`config.mk`:
```
export PLATFORM = sky130hd
export DESIGN_NAME = vector_phase_monitor
export DESIGN_NICKNAME = d
export VERILOG_FILES = /design/src/rtl/vector_phase_monitor.sv
export SDC_FILE = /design/constraint.sdc
export NUM_CORES = 1
export LEC_CHECK = 0
export CAP_MARGIN = 15
export CORE_ASPECT_RATIO = 1.25
export CORE_MARGIN = 2
export CORE_UTILIZATION = 49
export CTS_BUF_LIST = sky130_fd_sc_hd__clkbuf_8
export CTS_CLUSTER_SIZE = 14
export DETAILED_ROUTE_END_ITERATION = 16
export PLACE_DENSITY = 0.78
export SYNTH_ARGS = -nofsm -noshare
export SYNTH_HDL_FRONTEND = slang
export SYNTH_SLANG_ARGS = --single-unit
```
`constraint.sdc`:
```
create_clock -name clk -period 1.62 [get_ports clk]
set_input_delay 0.405 -clock clk [delete_from_list [all_inputs] [get_ports clk]]
set_output_delay 0.405 -clock clk [all_outputs]
set_load 0.02 [all_outputs]
```
`src/rtl/vector_phase_monitor.sv`:
```
// Consumer of the sequencer's one-hot phase vector: encodes the phase, checks
// one-hot validity and phase order, detects stalls and counts completed rounds.
module vector_phase_monitor #(
  parameter int CNT_WIDTH   = 16,
  parameter int DWELL_WIDTH = 8,
  parameter int DWELL_MAX   = 255
) (
  input  logic                 clk,
  input  logic                 rst_n,
  input  logic                 clr,
  input  logic [3:0]           vector,
  output logic [1:0]           phase,
  output logic                 phase_vld,
  output logic [CNT_WIDTH-1:0] round_cnt,
  output logic [CNT_WIDTH-1:0] long_cnt,
  output logic                 err_onehot,
  output logic                 err_seq,
  output logic                 err_stall,
  output logic                 err_any
);

  // state | meaning
  // IDLE  | no phase accepted since reset/clr; next one-hot sample is taken as-is
  // TRACK | phase held in 'phase'; order, dwell and round counting active
  typedef enum logic {IDLE, TRACK} state_t;

  localparam logic [DWELL_WIDTH-1:0] DWELL_LIM = DWELL_WIDTH'(DWELL_MAX);

  state_t                 state, state_nxt;
  logic [DWELL_WIDTH-1:0] dwell, dwell_nxt;
  logic [1:0]             phase_nxt;
  logic                   phase_vld_nxt;
  logic [CNT_WIDTH-1:0]   round_cnt_nxt, long_cnt_nxt;
  logic                   err_onehot_nxt, err_seq_nxt, err_stall_nxt;

  logic       onehot;
  logic [1:0] enc;
  logic       legal;
  logic       bump_dwell;

  always_comb begin
    enc    = 2'd0;
    onehot = 1'b1;
    case (vector)
      4'b0001: enc = 2'd0;
      4'b0010: enc = 2'd1;
      4'b0100: enc = 2'd2;
      4'b1000: enc = 2'd3;
      default: onehot = 1'b0;
    endcase
  end

  // Legal order: 0->1, 1->2 (long path), 1->3 (short path), 2->3, 3->0.
  always_comb begin
    legal = 1'b0;
    case (phase)
      2'd0: legal = (enc == 2'd1);
      2'd1: legal = (enc == 2'd2) || (enc == 2'd3);
      2'd2: legal = (enc == 2'd3);
      2'd3: legal = (enc == 2'd0);
      default: legal = 1'b0;
    endcase
  end

  always_ff @(posedge clk or negedge rst_n) begin
    if (!rst_n) state <= IDLE;
    else        state <= state_nxt;
  end

  always_comb begin
    state_nxt = state;
    if (clr)         state_nxt = IDLE;
    else if (onehot) state_nxt = TRACK;
  end

  always_comb begin
    phase_nxt      = phase;
    phase_vld_nxt  = phase_vld;
    round_cnt_nxt  = round_cnt;
    long_cnt_nxt   = long_cnt;
    err_onehot_nxt = err_onehot;
    err_seq_nxt    = err_seq;
    err_stall_nxt  = err_stall;
    dwell_nxt      = dwell;
    bump_dwell     = 1'b0;

    if (clr) begin
      phase_nxt      = 2'd0;
      phase_vld_nxt  = 1'b0;
      round_cnt_nxt  = '0;
      long_cnt_nxt   = '0;
      err_onehot_nxt = 1'b0;
      err_seq_nxt    = 1'b0;
      err_stall_nxt  = 1'b0;
      dwell_nxt      = '0;
    end else if (!onehot) begin
      // A garbage sample still counts toward the stall time once tracking.
      err_onehot_nxt = 1'b1;
      bump_dwell     = (state == TRACK);
    end else if (state == IDLE) begin
      phase_nxt     = enc;
      phase_vld_nxt = 1'b1;
      dwell_nxt     = '0;
    end else if (enc == phase) begin
      bump_dwell = 1'b1;
    end else begin
      phase_nxt = enc;
      dwell_nxt = '0;
      if (legal) begin
        if (phase == 2'd3 && enc == 2'd0) round_cnt_nxt = round_cnt + 1'b1;
        if (phase == 2'd1 && enc == 2'd2) long_cnt_nxt  = long_cnt + 1'b1;
      end else begin
        err_seq_nxt = 1'b1;
      end
    end

    if (bump_dwell && dwell != DWELL_LIM) begin
      dwell_nxt = dwell + 1'b1;
      if (dwell == DWELL_LIM - 1'b1) err_stall_nxt = 1'b1;
    end
  end

  always_ff @(posedge clk or negedge rst_n) begin
    if (!rst_n) begin
      phase      <= 2'd0;
      phase_vld  <= 1'b0;
      round_cnt  <= '0;
      long_cnt   <= '0;
      err_onehot <= 1'b0;
      err_seq    <= 1'b0;
      err_stall  <= 1'b0;
      dwell      <= '0;
    end else begin
      phase      <= phase_nxt;
      phase_vld  <= phase_vld_nxt;
      round_cnt  <= round_cnt_nxt;
      long_cnt   <= long_cnt_nxt;
      err_onehot <= err_onehot_nxt;
      err_seq    <= err_seq_nxt;
      err_stall  <= err_stall_nxt;
      dwell      <= dwell_nxt;
    end
  end

  assign err_any = err_onehot | err_seq | err_stall;

endmodule

```
* After elaboration in Yosys (flattened, before gate mapping)
Index checks and enable logic that the tools add are counted.
** Cells by class
- Bitwise gates (word level) :: 2
- $add $sub $neg :: 3
- Equality and inequality tests :: 19
- Mux-type cells :: 43
- Reduce and logical (&&, ||, !) cells :: 19
** Operators by type and width (number)
- 2-to-1 mux 16 bit :: 12
- 2-to-1 mux 8 bit :: 5
- adder 16 x 1 -> 16 bit, second input constant :: 2
- 2-to-1 mux 1 bit :: 20
- AND reduction 5 bit :: 2
- nonzero test 2 bit :: 5
- adder 8 x 1 -> 8 bit, second input constant :: 1
- == test 2 bit, second input constant :: 4
- == test 8 bit, second input constant :: 1
- 2-to-1 mux 2 bit :: 4
- inequality test 8 bit, second input constant :: 1
- inequality test 2 bit, second input constant :: 3
- case mux 2 bit (3 select lines) :: 1
- AND reduction 2 bit :: 3
- == test 2 x 1 -> 1 bit, second input constant :: 2
- == test 4 x 1 -> 1 bit, second input constant :: 1
- == test 4 x 2 -> 1 bit, second input constant :: 1
- == test 4 x 3 -> 1 bit, second input constant :: 1
- == test 4 bit, second input constant :: 1
- logical NOT 2 bit :: 2
- inequality test 4 x 3 -> 1 bit, second input constant :: 1
- case mux 1 bit (4 select lines) :: 1
- AND reduction 4 bit :: 1
- OR reduction 4 bit :: 1
- other kinds (7) :: 10
** Storage, ports and cells
- Logic and storage cells :: 95
- Flip-flop bits (word level) :: 47
- Input bits :: 7
- Output and inout bits :: 39

* Longest topological paths before layout
Gate-level depths: netlist of the first run.
- Depth in word-level cells :: 10
- Depth in mapped cells :: 8
- Depth with buffers taken out :: 7

* Least setup slack after synthesis of the first run
Ideal clock, no wire load.
- Kind :: input-to-reg
- From :: input port vector[2]
- To :: register dwell[5]
- Buffers on the path :: 2
- Stages on the path :: 8
- Setup time :: 119 ps
- Data arrival time :: 1877 ps
- Setup slack :: -376 ps
- Data required time :: 1501 ps
- Cell sequence :: buf_2 > nor4b_1 > a2111o_1 > a21oi_1 > and3_1 > buf_2 > o31a_1 > o21a_1
** On the way
- Cells in the longest elaborated chain, start to end :: 10
- Elaborated cells on any way between the ends :: 17
** RTL lines
- start: declaration :: RTL line 11 : input logic [3:0] vector,
- == test 4 bit (tied with other cells) :: RTL line 44 : case (vector)
- case mux 2 bit (3 select lines) :: RTL line 44
- == test 2 bit :: RTL line 104 : end else if (enc == phase) begin
- 2-to-1 mux 1 bit :: RTL line 104
- 2-to-1 mux 1 bit :: RTL line 100 : end else if (state == IDLE) begin
- 2-to-1 mux 1 bit :: RTL line 96 : end else if (!onehot) begin
- 2-to-1 mux 1 bit :: RTL line 87 : if (clr) begin
- logical AND 1 bit :: RTL line 117 : if (bump_dwell && dwell != DWELL_LIM) begin
- inequality test 4 x 3 -> 1 bit (no source line) or nonzero test 3 bit (tied branches)
- AND reduction 2 bit (no source line)
- end signal: assignment :: RTL line 141 : dwell <= dwell_nxt;
- end: declaration :: RTL line 30 : logic [DWELL_WIDTH-1:0] dwell, dwell_nxt;
Several ways; a longest one is shown, not always the timed one.
A chain may end at the register's enable or synchronous reset.

* Worst setup path after layout of the first run
- From :: register phase[0]
- To :: register dwell[4]
** On the way
- Cells in the longest elaborated chain, start to end :: 8
- Elaborated cells on any way between the ends :: 10
** RTL lines
- start: declaration :: RTL line 12 : output logic [1:0] phase,
- start signal: assignment :: RTL line 134 : phase <= phase_nxt;
- == test 2 bit * :: RTL line 104
- 2-to-1 mux 1 bit :: RTL line 104
- 2-to-1 mux 1 bit :: RTL line 100
- 2-to-1 mux 1 bit :: RTL line 96
- 2-to-1 mux 1 bit :: RTL line 87
- logical AND 1 bit :: RTL line 117
- inequality test 4 x 3 -> 1 bit (no source line) or nonzero test 3 bit (tied branches)
- AND reduction 2 bit (no source line)
Every way passes the cells marked *; elsewhere a longest branch is shown, timed or not.

==> results.json, run 1 <==
{
  "grt_first_pass_wirelength_um": 11920,
  "rsz0062_at_grt": "true",
  "diodes": 0,
  "maxSlewViolCount": 0,
  "final_hold_viol_count": 0,
  "clk_latency_ns": 0.31,
  "synth_top_cell_by_area": "dfrtp_1",
  "grt.total_usage": 0.2477,
  "ys_ff_latch": 47,
  "fp.coreArea_um2": 5152,
  "violations": "negative setup slack",
  "io_pins": 46,
  "crit_chain": "or3b_4 > a2111oi_4 > o31ai_2 > a21oi_2 > buf_4 > a21boi_2",
  "num_vias": 2594,
  "clkSinkCount": 47,
  "fin_area_um2": 4043,
  "ys_warn_count": 0,
  "htreeDepth": 2,
  "root_buffer": "clkbuf_8",
  "slowest_stage": "dfrtp_2",
  "rows": 29,
  "synthCells": 280,
  "die_area_um2": 5989,
  "worst_ep_required_time_ns": 1.86,
  "ir_drop_mv": 0.7451,
  "drtAntennaViolNets": 0,
  "pre_cts_ws_ns": -0.9607,
  "grt-ovfl-total": 0,
  "grt_pass1_vias": 2634,
  "worst_pin_slew_ns": 0.5349,
  "startpoint_type": "flop",
  "setup_tns_ns": -3.524,
  "grt_antenna_before_repair": 0,
  "cts_tree": "built",
  "placed_area_um2": 3596,
  "drc_errors": 0,
  "hold_path.class": "input port to async pin",
  "grt_start_max_net_pins": 29,
  "critPathMaxStageDelay_ns": 0.45,
  "ys_seq_area_frac": 0.4459,
  "cts_max_path_buffers": 2,
  "ys_async_sr_fraction": 1.000,
  "via_per_inst": 5.676,
  "timing.final.crit_period_ns": 1.862,
  "crit_fanout": 6,
  "crit_buf_inv": 1,
  "finalSetupViolations": 34,
  "hpwl_um": 4720,
  "leakagePower_nw": 1.939,
  "syn_area_per_cell_um2": 9.420,
  "place.port_buffers": 45,
  "ys.flop_type": "dfrtp_1",
  "clk_pin_slew_ns": 0.09,
  "synth.area.top_cells": "dfrtp_1 45%, xor2_1 6.6%, nor2_1 4.1%",
  "crit_type": "flop to flop",
  "fin_nets": 405,
  "finClkSkew_ns": 0.009925,
  "end_kind": "flop",
  "slew_headroom": 0.6434,
  "cap_viol_max_count": 0,
  "start_util": 0.5119,
  "n_fill_cell": 333,
  "p_per_area_nw_per_um2": 649.6,
  "fp.dieW_um": 69.62,
  "fp.dieH_um": 86.03,
  "arrival_ns": 2.11,
  "syn-num-nets": 291,
  "fin_ws_ns": -0.2421,
  "cpLargestDelayFamily": "compound AO/OA/AOI/OAI gates",
  "routabilityCongestion": 0.8202,
  "ys_types": 54,
  "synth-edff-count": 0,
  "cts_buffers": 5,
  "totalWireLength_um": 7512,
  "drtPass1Iterations": 4,
  "drtIter0Drc": 95,
  "synth_top_cell_area_share": 0.4459,
  "status": "finished with violations",
  "clock.fmax_mhz": 537.0,
  "p_total_mw": 2.626,
  "post-route-period-util": 1.149,
  "area_growth_syn_to_layout_pct": 53.27,
  "wl_per_cell_um": 16.44,
  "drive_gt1_frac": 0.3494,
  "synth_area_um2": 2638
}
cell type report:
type	count	area, um^2	area share
Sequential cell	47	1180	0.2919
Tap cell	62	77.57	0.01919
Clock buffer	5	68.82	0.01702
Clock inverter	3	63.81	0.01578
Inverter	9	33.78	0.008357
Timing Repair Buffer	121	1044	0.2581
Multi-Input combinational cell	210	1575	0.3897
layer usage:
metal	routed length [um]	vias up	GRT usage	share of wire
li1	-	1229	-	-
met1	2935	1273	0.3018	0.39
met2	4073	68	0.4371	0.54
met3	275	24	0.03878	0.037
met4	227	0	0.1066	0.030
met5	0	-	0	0
cell usage after synthesis, types with 3 or more instances:
cell,count
o22ai_1,3
and3_1,8
nand4_1,8
mux2i_1,3
nand2_1,26
o21ai_0,15
clkbuf_1,4
nor2b_1,3
xor2_1,20
xnor2_1,5
nand3_1,14
ha_1,4
or3_1,11
inv_1,9
o21a_1,3
a21boi_0,3
a21oi_1,14
nor2_1,29
buf_2,6
dfrtp_1,47
and4_1,4
cells in the final DEF (no fill, tap or decap), drive strengths merged, types with 3 or more instances in the layout:
| cell type | n |
|---|---|
| clkbuf | 5 |
| buf | 83 |
| and3 | 8 |
| or3 | 12 |
| nor2b | 3 |
| ha | 4 |
| nor2 | 29 |
| a21boi | 4 |
| inv | 10 |
| nand2 | 26 |
| dfrtp | 47 |
| a21oi | 15 |
| nor4 | 4 |
| nand4 | 8 |
| xnor2 | 5 |
| o21a | 3 |
| and4 | 4 |
| o22ai | 3 |
| mux2i | 3 |
| o21ai | 15 |
| xor2 | 20 |
| nand3 | 14 |
| dlygate4sd2 | 34 |
path summary, 6_finish.rpt:
path | from | slack [ns] | cells after the start | to
max in group asynchronous | rst_n | 1.01 | 2 | long_cnt[2]
setup / recovery | phase[0] | -0.24 | 6 | dwell[4]
setup reg to reg | phase[0] | -0.24 | 6 | dwell[4]
hold reg to reg | phase_vld | 0.51 | 2 | phase_vld
hold / removal | rst_n | 0.07 | 1 | dwell[7]
min in group clk | vector[2] | 0.43 | 3 | phase[0]
kinds of logic (layout without fill, tap and decap cells):
group                    after synthesis  after routing  share of synthesized area
adder cells (fa/ha/maj)                4              4                    0.01898
AO/OA/AOI/OAI                         55             55                     0.1385
XOR/XNOR                              25             25                    0.08302
multiplexers                           3              3                    0.01139
AND/OR/NAND/NOR                      123            123                     0.2609
buffers and inverters                 23            138                    0.04127
flip-flops                            47             47                     0.4459
report_power, final:
group | internal (mW) | leakage (nW) | total, mW | switching [mW]
sequential | 1.19 | 0.647 | 1.20 | 0.0158
combinational | 0.198 | 1.22 | 0.408 | 0.209
clock | 0.611 | 0.0695 | 1.02 | 0.406
flip-flops by register name, summed over array words and instances, names as in the netlist:
name,count
round_cnt,16
phase,2
phase_vld,1
long_cnt,16
err_onehot,1
err_stall,1
dwell,8
state,1
err_seq,1
timing repair:
item,in CTS,in global routing
buffers inserted,11,9
setup endpoints to repair,82,40
resized for setup,96,28
pin swaps,19,18
hold buffers,0,0
cloned,0,0
stage by stage:
step                cells    util  hold WS [ns]
global placement      431  0.6979        0.3943
CTS                   449  0.7530       0.08606
floorplan             280       -        0.1094
finish                457  0.7846       0.07184
global route          457  0.7846        0.1047
detailed placement    431  0.6979        0.4131
Power figures use the tool's default switching activity.
==> inputs of run 2 (changes only) <==
--- a/config.mk
+++ b/config.mk
@@ -5,9 +5,10 @@
 export SDC_FILE = /design/constraint.sdc
 export NUM_CORES = 1
 export LEC_CHECK = 0
+export ABC_CLOCK_PERIOD_IN_PS = 1620
 export CAP_MARGIN = 15
 export CORE_ASPECT_RATIO = 1.25
-export CORE_MARGIN = 2
+export CORE_MARGIN = 10
 export CORE_UTILIZATION = 49
 export CTS_BUF_LIST = sky130_fd_sc_hd__clkbuf_8
 export CTS_CLUSTER_SIZE = 14
==> run 2 against run 1 <==
Net effect:
- combinational power is 2% lower
- first-iteration DRC count is 92% higher
- the run still ends with negative setup slack left
- critical path type unchanged
- clock power hardly changed
- worst hold slack worse by 0.046 ns
- largest cell class unchanged
- non-clock buffer count is 12 lower
==> results.json, run 2 (same netlist as run 1, synthesis figures left out) <==
{
  "reg_top3": "long_cnt x16, round_cnt x16, dwell x8",
  "crit_type": "flop to flop",
  "die_area_um2": 8735,
  "drtIter0Drc": 182,
  "hold_path.class": "input port to async pin",
  "ir_drop_mv": 0.6299,
  "p_seq_frac": 0.459,
  "root_buffer": "clkbuf_8",
  "clkSinkCount": 47,
  "clk_pin_slew_ns": 0.09,
  "grt_first_pass_wirelength_um": 13120,
  "drc_errors": 0,
  "met2_length_um": 4627,
  "worst_ep_required_time_ns": 1.87,
  "end_kind": "flop",
  "reg2regPathDepth": 6,
  "maxSlewViolCount": 0,
  "worst_pin_slew_ns": 0.4407,
  "grt_pass1_vias": 2716,
  "switching_share": 0.2441,
  "top_layer_used": "met4",
  "pwr-share-comb": 0.153,
  "r2r_slack_ns": -0.24,
  "leakagePower_nw": 1.903,
  "power_frac_clock": 0.388,
  "p_per_area_nw_per_um2": 643.8,
  "io_pins": 46,
  "grt_antenna_before_repair": 0,
  "wl_per_cell_um": 19.23,
  "drt-met1-wl_um": 3215,
  "switching_power_mw": 0.6393,
  "clk_latency_ns": 0.31,
  "num_vias": 2614,
  "drtPass1Iterations": 5,
  "htreeDepth": 2,
  "final_cells": 445,
  "via_per_inst": 5.874,
  "seq_area_um2": 1181,
  "finalSetupViolations": 33,
  "reg2reg_to": "dwell[7]",
  "place.port_buffers": 45,
  "cts_buffers": 5,
  "p_int_mw": 1.980,
  "diodes": 0,
  "fp.coreArea_um2": 5152,
  "crit_fanout": 8,
  "pre_cts_ws_ns": -0.9816,
  "n_fill_cell": 333,
  "ctsHoldBuffers": 0,
  "routabilityCongestion": 0.8602,
  "drtAntennaViolNets": 0,
  "violations": "negative setup slack",
  "start_util": 0.5119,
  "rsz0062_at_grt": "true",
  "fp.dieW_um": 85.62,
  "timing.final.crit_period_ns": 1.861,
  "fin_nets": 393,
  "cts_tree": "built",
  "cts_max_path_buffers": 2,
  "finClkSkew_ns": 0.01292,
  "totalWireLength_um": 8559,
  "reg2reg_from": "phase[1]",
  "rows": 29,
  "final_common_cell": "buf_4",
  "fp.dieH_um": 102.0,
  "clock.fmax_mhz": 537.3,
  "drive_gt1_frac": 0.3838,
  "dp.cells": 427,
  "hpwl_um": 5262,
  "final_cell_mix": "45 x buf_4, 43 x dfrtp_1, 34 x dlygate4sd2_1",
  "status": "finished with violations",
  "grt_start_max_net_pins": 22,
  "area_growth_syn_to_layout_pct": 54.22,
  "startpoint_type": "flop",
  "grt.total_usage": 0.1825,
  "p_total_mw": 2.619,
  "slew_headroom": 0.7042,
  "post-route-period-util": 1.149,
  "grt-ovfl-total": 0,
  "cap_viol_max_count": 0,
  "arrival_ns": 2.11,
  "multi_input_area_um2": 1675,
  "final_hold_viol_count": 0,
  "wl_met3_um": 460,
  "fin_ws_ns": -0.2412
}
run 2: cell count changes in the layout (fill, tap and decap cells not counted), sizes merged:
cell,before,now
dlymetal6s2s,1,0
buf,83,70
clkbuf,5,8
clkdlybuf4s15,2,1
run 2: layout make-up:
type | count | share of cell area
inverter | 9 | 0.008305
multi-input combinational | 210 | 0.4119
clock buffer | 5 | 0.01692
timing repair buffer | 109 | 0.2378
clock inverter | 3 | 0.01569
tap | 62 | 0.01907
sequential | 47 | 0.2904
run 2: worst max path at each step:
stage / startpoint / endpoint / slack [ns]
finish: phase[1] / dwell[7] / -0.24
global route: phase[1] / phase[0] / -0.28
CTS: phase[0] / phase[0] / -0.25
detailed placement: vector[1] / dwell[7] / -0.98
global placement: vector[3] / phase[0] / -0.91
floorplan: vector[3] / round_cnt[5] / -0.27
run 2: power by group through the flow:
stage	Sequential [mW]	Clock [mW]	Combinational, mW
floorplan	1.23	0	0.160
global placement	1.22	0	0.327
detailed placement	1.22	0	0.331
CTS	1.20	1.02	0.363
global route	1.20	1.09	0.428
finish	1.20	1.01	0.401
run 2: timing repair:
item | CTS | global route
setup buffers | 7 | 4
pin swaps | 24 | 32
gates resized for setup | 103 | 55
endpoints found under the setup margin | 84 | 44
endpoints found under the hold margin | 0 | 0
run 2: per-layer routing:
| metal | up-vias | global-route usage |
|---|---|---|
| met5 | - | 0 |
| met4 | 0 | 0.06091 |
| met3 | 26 | 0.04777 |
| met2 | 87 | 0.3331 |
| met1 | 1299 | 0.1997 |
| li1 | 1202 | - |
run 2: per-stage QoR:
stage / utilization / instance area [um^2] / setup TNS (ns) / hold slack (ns)
after floorplan: - / 2711 / -5.521 / 0.1094
after global placement: 0.6945 / 3578 / -32.17 / 0.3610
after detailed placement: 0.6945 / 3578 / -32.98 / 0.3668
after CTS: 0.7530 / 3880 / -3.200 / 0.03389
after global routing: 0.7895 / 4068 / -5.845 / 0.03522
final: 0.7895 / 4068 / -4.037 / 0.02604
run 2: worst max-delay path, cell delays in order, from the launching register on:
cell and delay [ns]:
dfrtp_2 0.49, nand2b_1 0.16, a22o_1 0.17, nand3_1 0.13
and3_4 0.25, or4_4 0.49, a21boi_2 0.12
==> edit 1: new RTL, flow settings as in run 2 <==
Set the parameter `DWELL_WIDTH` to 12 (it was 8).
--- a/src/rtl/vector_phase_monitor.sv
+++ b/src/rtl/vector_phase_monitor.sv
@@ -3,5 +3,5 @@
 module vector_phase_monitor #(
   parameter int CNT_WIDTH   = 16,
-  parameter int DWELL_WIDTH = 8,
+  parameter int DWELL_WIDTH = 12,
   parameter int DWELL_MAX   = 255
 ) (
Check against the original RTL: same outputs for any inputs over 4 cycles, from zero or initial values and one cycle with rst_n low; that may be too few to reach the edited logic, so the function may still have changed.
==> edit 1 against run 2 <==
The flow finishes with violations (hold timing, setup timing). Cell area shrank 1.0%. Critical path depth is 1 lower. Synthesized area up 9.2%. Clock skew shrank 0.0047 ns. Clock power is 31% lower. Sequential cell count grew 4. Worst setup slack gained 0.079 ns. Total power down 11%. Fmax up 4.4%. Wire length down 12%. Largest cell class unchanged.
==> edit 1: results <==
[critical_path]
slowest_stage = "or4b_1"
critical-path-top-delay-family = "simple AND/OR/NAND/NOR gates"
cp_max_fo = 6
crit_path_max_incr_delay_ns = 0.53
worstPathArrival_ns = 2.01

[layout]
final_layout_size_suffix_gt1_share_pct = 27.9
instances_no_fill = 471
n_antenna_cell = 0
top_regs = "long_cnt (16), round_cnt (16), dwell (12)"
final_net_count = 416

[global_routing]
grt_pass1_wl_um = 12400
grt_max_degree = 39
grt_usage_pct = 16.1
grt_pass1_vias = 2758
antenna_found_initial = 0

[logic_synthesis]
synthTopCellsByCount = "dfrtp_1 (51), nor2_1 (49), nand3_1 (20)"
netlist_top_cells_area = "dfrtp_1 (44%), nor2_1 (6.4%), xor2_1 (5.8%), xnor2_1 (3.7%), nand3_1 (3.5%)"
synth-async-reset-ratio_pct = 100
synthesis.nets = 319
netlist_instances = 308
ys_warn_count = 0
synth_xor_area_share_pct = 10.0
muxShareOfSynthArea_pct = 0.695
synth_cell_types = 53
synth_compound_area_share_pct = 10.5
ys_seq_area_share_pct = 44.3
synthAdderAreaFrac_pct = 1.74

[power]
p_sw_share_pct = 26.2
leakagePower_nw = 1.93
vdd_drop_max_mv = 0.491

[clock_tree]
htreeDepth = 2
clk_latency_ns = 0.30
cts_made_buffers = 5
max-clock-path-buffers = 2
path_clk_slew_ns = 0.09
clockRootBuffer = "clkbuf_8"

[drt]
firstDrtPassIters = 4
wire_per_inst_um = 15.9
drtIter0Drc = 117
vias = 2637

[worst_hold_path]
hold_class = "input port to async pin"

[sta]
fin_setup_tns_ns = -0.854
hold_viol = 10
fin_ws_ns = -0.163
finalClockSkew_ns = 0.00821
relSlewSlack_pct = 72.8
whs_ns = -0.00479
setup_violations = 12

[placed_design]
dp_cells = 453
hpwl_um = 5110
gp_congestion = 0.898
dpl_worst_slack_ns = -0.750
dpl_cell_area_um2 = 3750
io_buffers = 45

[outcome]
status = "finished, violations left"
violations = "hold timing, setup timing"
edit 1: cell count changes in the layout (fill, tap and decap cells not counted), moves of 7 or more:
cell,delta
nand2_2,-7
buf_4,+8
nand3_1,+11
nor2_1,+17
buf_6,-13
xnor2_1,+8
edit 1: repair_timing:
| action | in CTS | in global routing |
|---|---|---|
| setup endpoints to repair | 90 | 37 |
| resized for setup | 71 | 36 |
| gates cloned | 2 | 0 |
| pin swaps | 16 | 22 |
| setup buffers | 9 | 2 |
edit 1: power by group through the flow:
stage | logic, mW | registers (mW) | clock network [mW]
2_1_floorplan | 0.143 | 1.33 | 0
3_3_place_gp | 0.304 | 1.32 | 0
3_5_place_dp | 0.308 | 1.32 | 0
4_1_cts | 0.326 | 1.29 | 0.713
5_1_grt | 0.371 | 1.30 | 0.775
6_report | 0.343 | 1.30 | 0.700
edit 1: metal layers:
metal	global-route usage [%]	wire length (um)	up-vias
li1	-	-	1268
met1	17.4	3000	1287
met2	28.9	3960	67
met3	4.70	394	15
met4	5.21	157	0
met5	0	0	-
edit 1: area by class of cell:
cell class / instances / area (um2)
clock buffers: 5 / 68.8
clock inverters: 2 / 11.3
fillers: 452 / 1710
inverters: 15 / 56.3
multi-input cells: 228 / 1660
flip-flops and latches: 51 / 1280
well taps: 66 / 82.6
repair buffers: 104 / 863
edit 1: worst paths after layout:
| kind | start | endpoint | slack [ns] | depth (start not counted) |
|---|---|---|---|---|
| min in group clk | phase_vld | phase_vld | 0.53 | 2 |
| worst max-delay path | phase[0] | dwell[3] | -0.16 | 5 |
| worst min-delay path | rst_n | err_stall | -0.005 | 1 |
| worst min register to register | phase_vld | phase_vld | 0.53 | 2 |
| max in group asynchronous | rst_n | round_cnt[0] | 1.10 | 2 |
| worst max register to register | phase[0] | dwell[3] | -0.16 | 5 |
edit 1: cell families (layout without fill, tap and decap cells):
kind of cell | after synthesis | in the layout
xor gates and xnor gates | 32 | 32
AOI/OAI and AO/OA | 40 | 40
DFF | 51 | 51
and+or+nand+nor | 150 | 150
buffers and inverters | 29 | 126
muxes | 2 | 2
adders and majority gates | 4 | 4
edit 1: worst register-to-register path, stage by stage (launching register included):
cell and delay (ns):
dfrtp_2 0.40, or4b_1 0.53, a211oi_2 0.23, a2111oi_4 0.09, or2_4 0.28, o221ai_2 0.19
==> edit 2: new RTL, settings of run 2 <==
Made on the original files. Reset style: synchronous (`rst_n`), changed in 2 clocked blocks.
--- a/src/rtl/vector_phase_monitor.sv
+++ b/src/rtl/vector_phase_monitor.sv
@@ -63,5 +63,5 @@
   end
 
-  always_ff @(posedge clk or negedge rst_n) begin
+  always_ff @(posedge clk) begin
     if (!rst_n) state <= IDLE;
     else        state <= state_nxt;
@@ -121,5 +121,5 @@
   end
 
-  always_ff @(posedge clk or negedge rst_n) begin
+  always_ff @(posedge clk) begin
     if (!rst_n) begin
       phase      <= 2'd0;
Behaviour: differs if rst_n is asserted again (counterexample within 4 cycles, from zero or initial values and one cycle with rst_n low); with rst_n held inactive, the same outputs for 4 cycles.
==> edit 2 against run 2 <==
Synthesized area grew 2.8%. Total power shrank 8.9%. The flow still finishes with violations (setup timing). Cell area shrank 3.5%. Worst setup slack gained 0.24 ns. Critical path type is now input port to flip-flop. Sequential cell count is the same. Highest routed layer unchanged. Worst hold slack gained 0.47 ns. Wire length shrank 10%. Utilization shrank 6.3 points.
==> edit 2: results <==
[outcome]
status = "finished, violations left"
violations = "setup timing"

[sta]
setup_violations = 1
finalClockSkew_ns = 0.0137
fin_ws_ns = -0.00447
relSlewSlack_pct = 74.7

[power]
power_density_nw_per_um2 = 608
vdd_drop_max_mv = 0.326
leakagePower_nw = 1.59

[logic_synthesis]
synthesis.nets = 332
muxShareOfSynthArea_pct = 1.11
synthAdderAreaFrac_pct = 1.85
synth_compound_area_share_pct = 11.9
synth_area_per_cell_um2 = 8.44
netlist_top_cells_area = "dfxtp_1 (35%), xnor2_1 (7.1%), nor2_1 (5.1%), nand3_1 (4.1%), nand2_1 (3.9%)"
ys_seq_area_share_pct = 34.7
synthTopCellsByCount = "dfxtp_1 (47), nor2_1 (37), nand2_1 (28)"
synth-async-reset-ratio_pct = 0

[critical_path]
critical-path-top-delay-family = "compound AO/OA/AOI/OAI gates"
worstPathArrival_ns = 1.86
reg2reg_from = "phase[0]"
crit_path_max_incr_delay_ns = 0.40
slowest_stage = "or3b_4"
timing.rr.end = "dwell[5]"
cp-start-kind = "input port"

[drt]
drtIter0Drc = 183
wl_met2_um = 4160
met3_length_um = 372
met1Wirelength_um = 3000
wl_um = 7700
firstDrtPassIters = 6

[global_routing]
use_met3_pct = 4.51
grt_usage_pct = 16.4
gr-usage-met1_pct = 16.8
grt_max_degree = 34
use_met2_pct = 30.1
grt_pass1_vias = 2600

[layout]
fill_cells = 406
n_all_buffers = 99
nNonClkInverters = 14
final_net_count = 420
multi_input_gates = 242
final-nonclk-buf-share_pct = 22.6
seq_share_pct = 24.4
multiInputGateArea_um2 = 1830

[clock_tree]
post_cts_buffers = 3

[die]
die_x_um = 86.5

[worst_hold_path]
hold_class = "flip-flop to flip-flop"

[placed_design]
dpl_cell_area_um2 = 3480
dpl_worst_slack_ns = -0.777
-- edit 2: changes by cell type in the layout (fill, tap and decap cells not counted), moves of 5 or more --
cell,before,now
dfxtp_1,0,41
xnor2_1,4,20
nand2_2,8,1
nor3_1,1,13
nor3_2,0,6
nor2_1,29,37
nand4_1,8,3
xor2_1,18,5
a21oi_2,8,2
nand3_1,9,20
dfrtp_1,43,0
buf_6,17,6
nand2_1,16,26
-- edit 2: through the flow --
stage	TNS (ns)	hold slack (ns)
after CTS	0	0.503
after global placement	-25.95	0.453
final	-0.00447	0.500
after floorplan	-0.666	0.460
after detailed placement	-28.75	0.487
after global routing	-0.513	0.520
-- edit 2: how the worst max path moves through the flow --
stage,startpoint,end,slack [ns],cells past startpoint
after CTS,phase[0],dwell[3],0.007,5
final,vector[0],dwell[5],-0.004,7
after global placement,vector[3],dwell[3],-0.73,6
after global routing,phase[0],dwell[5],-0.07,5
after floorplan,vector[1],long_cnt[3],-0.06,8
after detailed placement,vector[3],dwell[3],-0.78,6
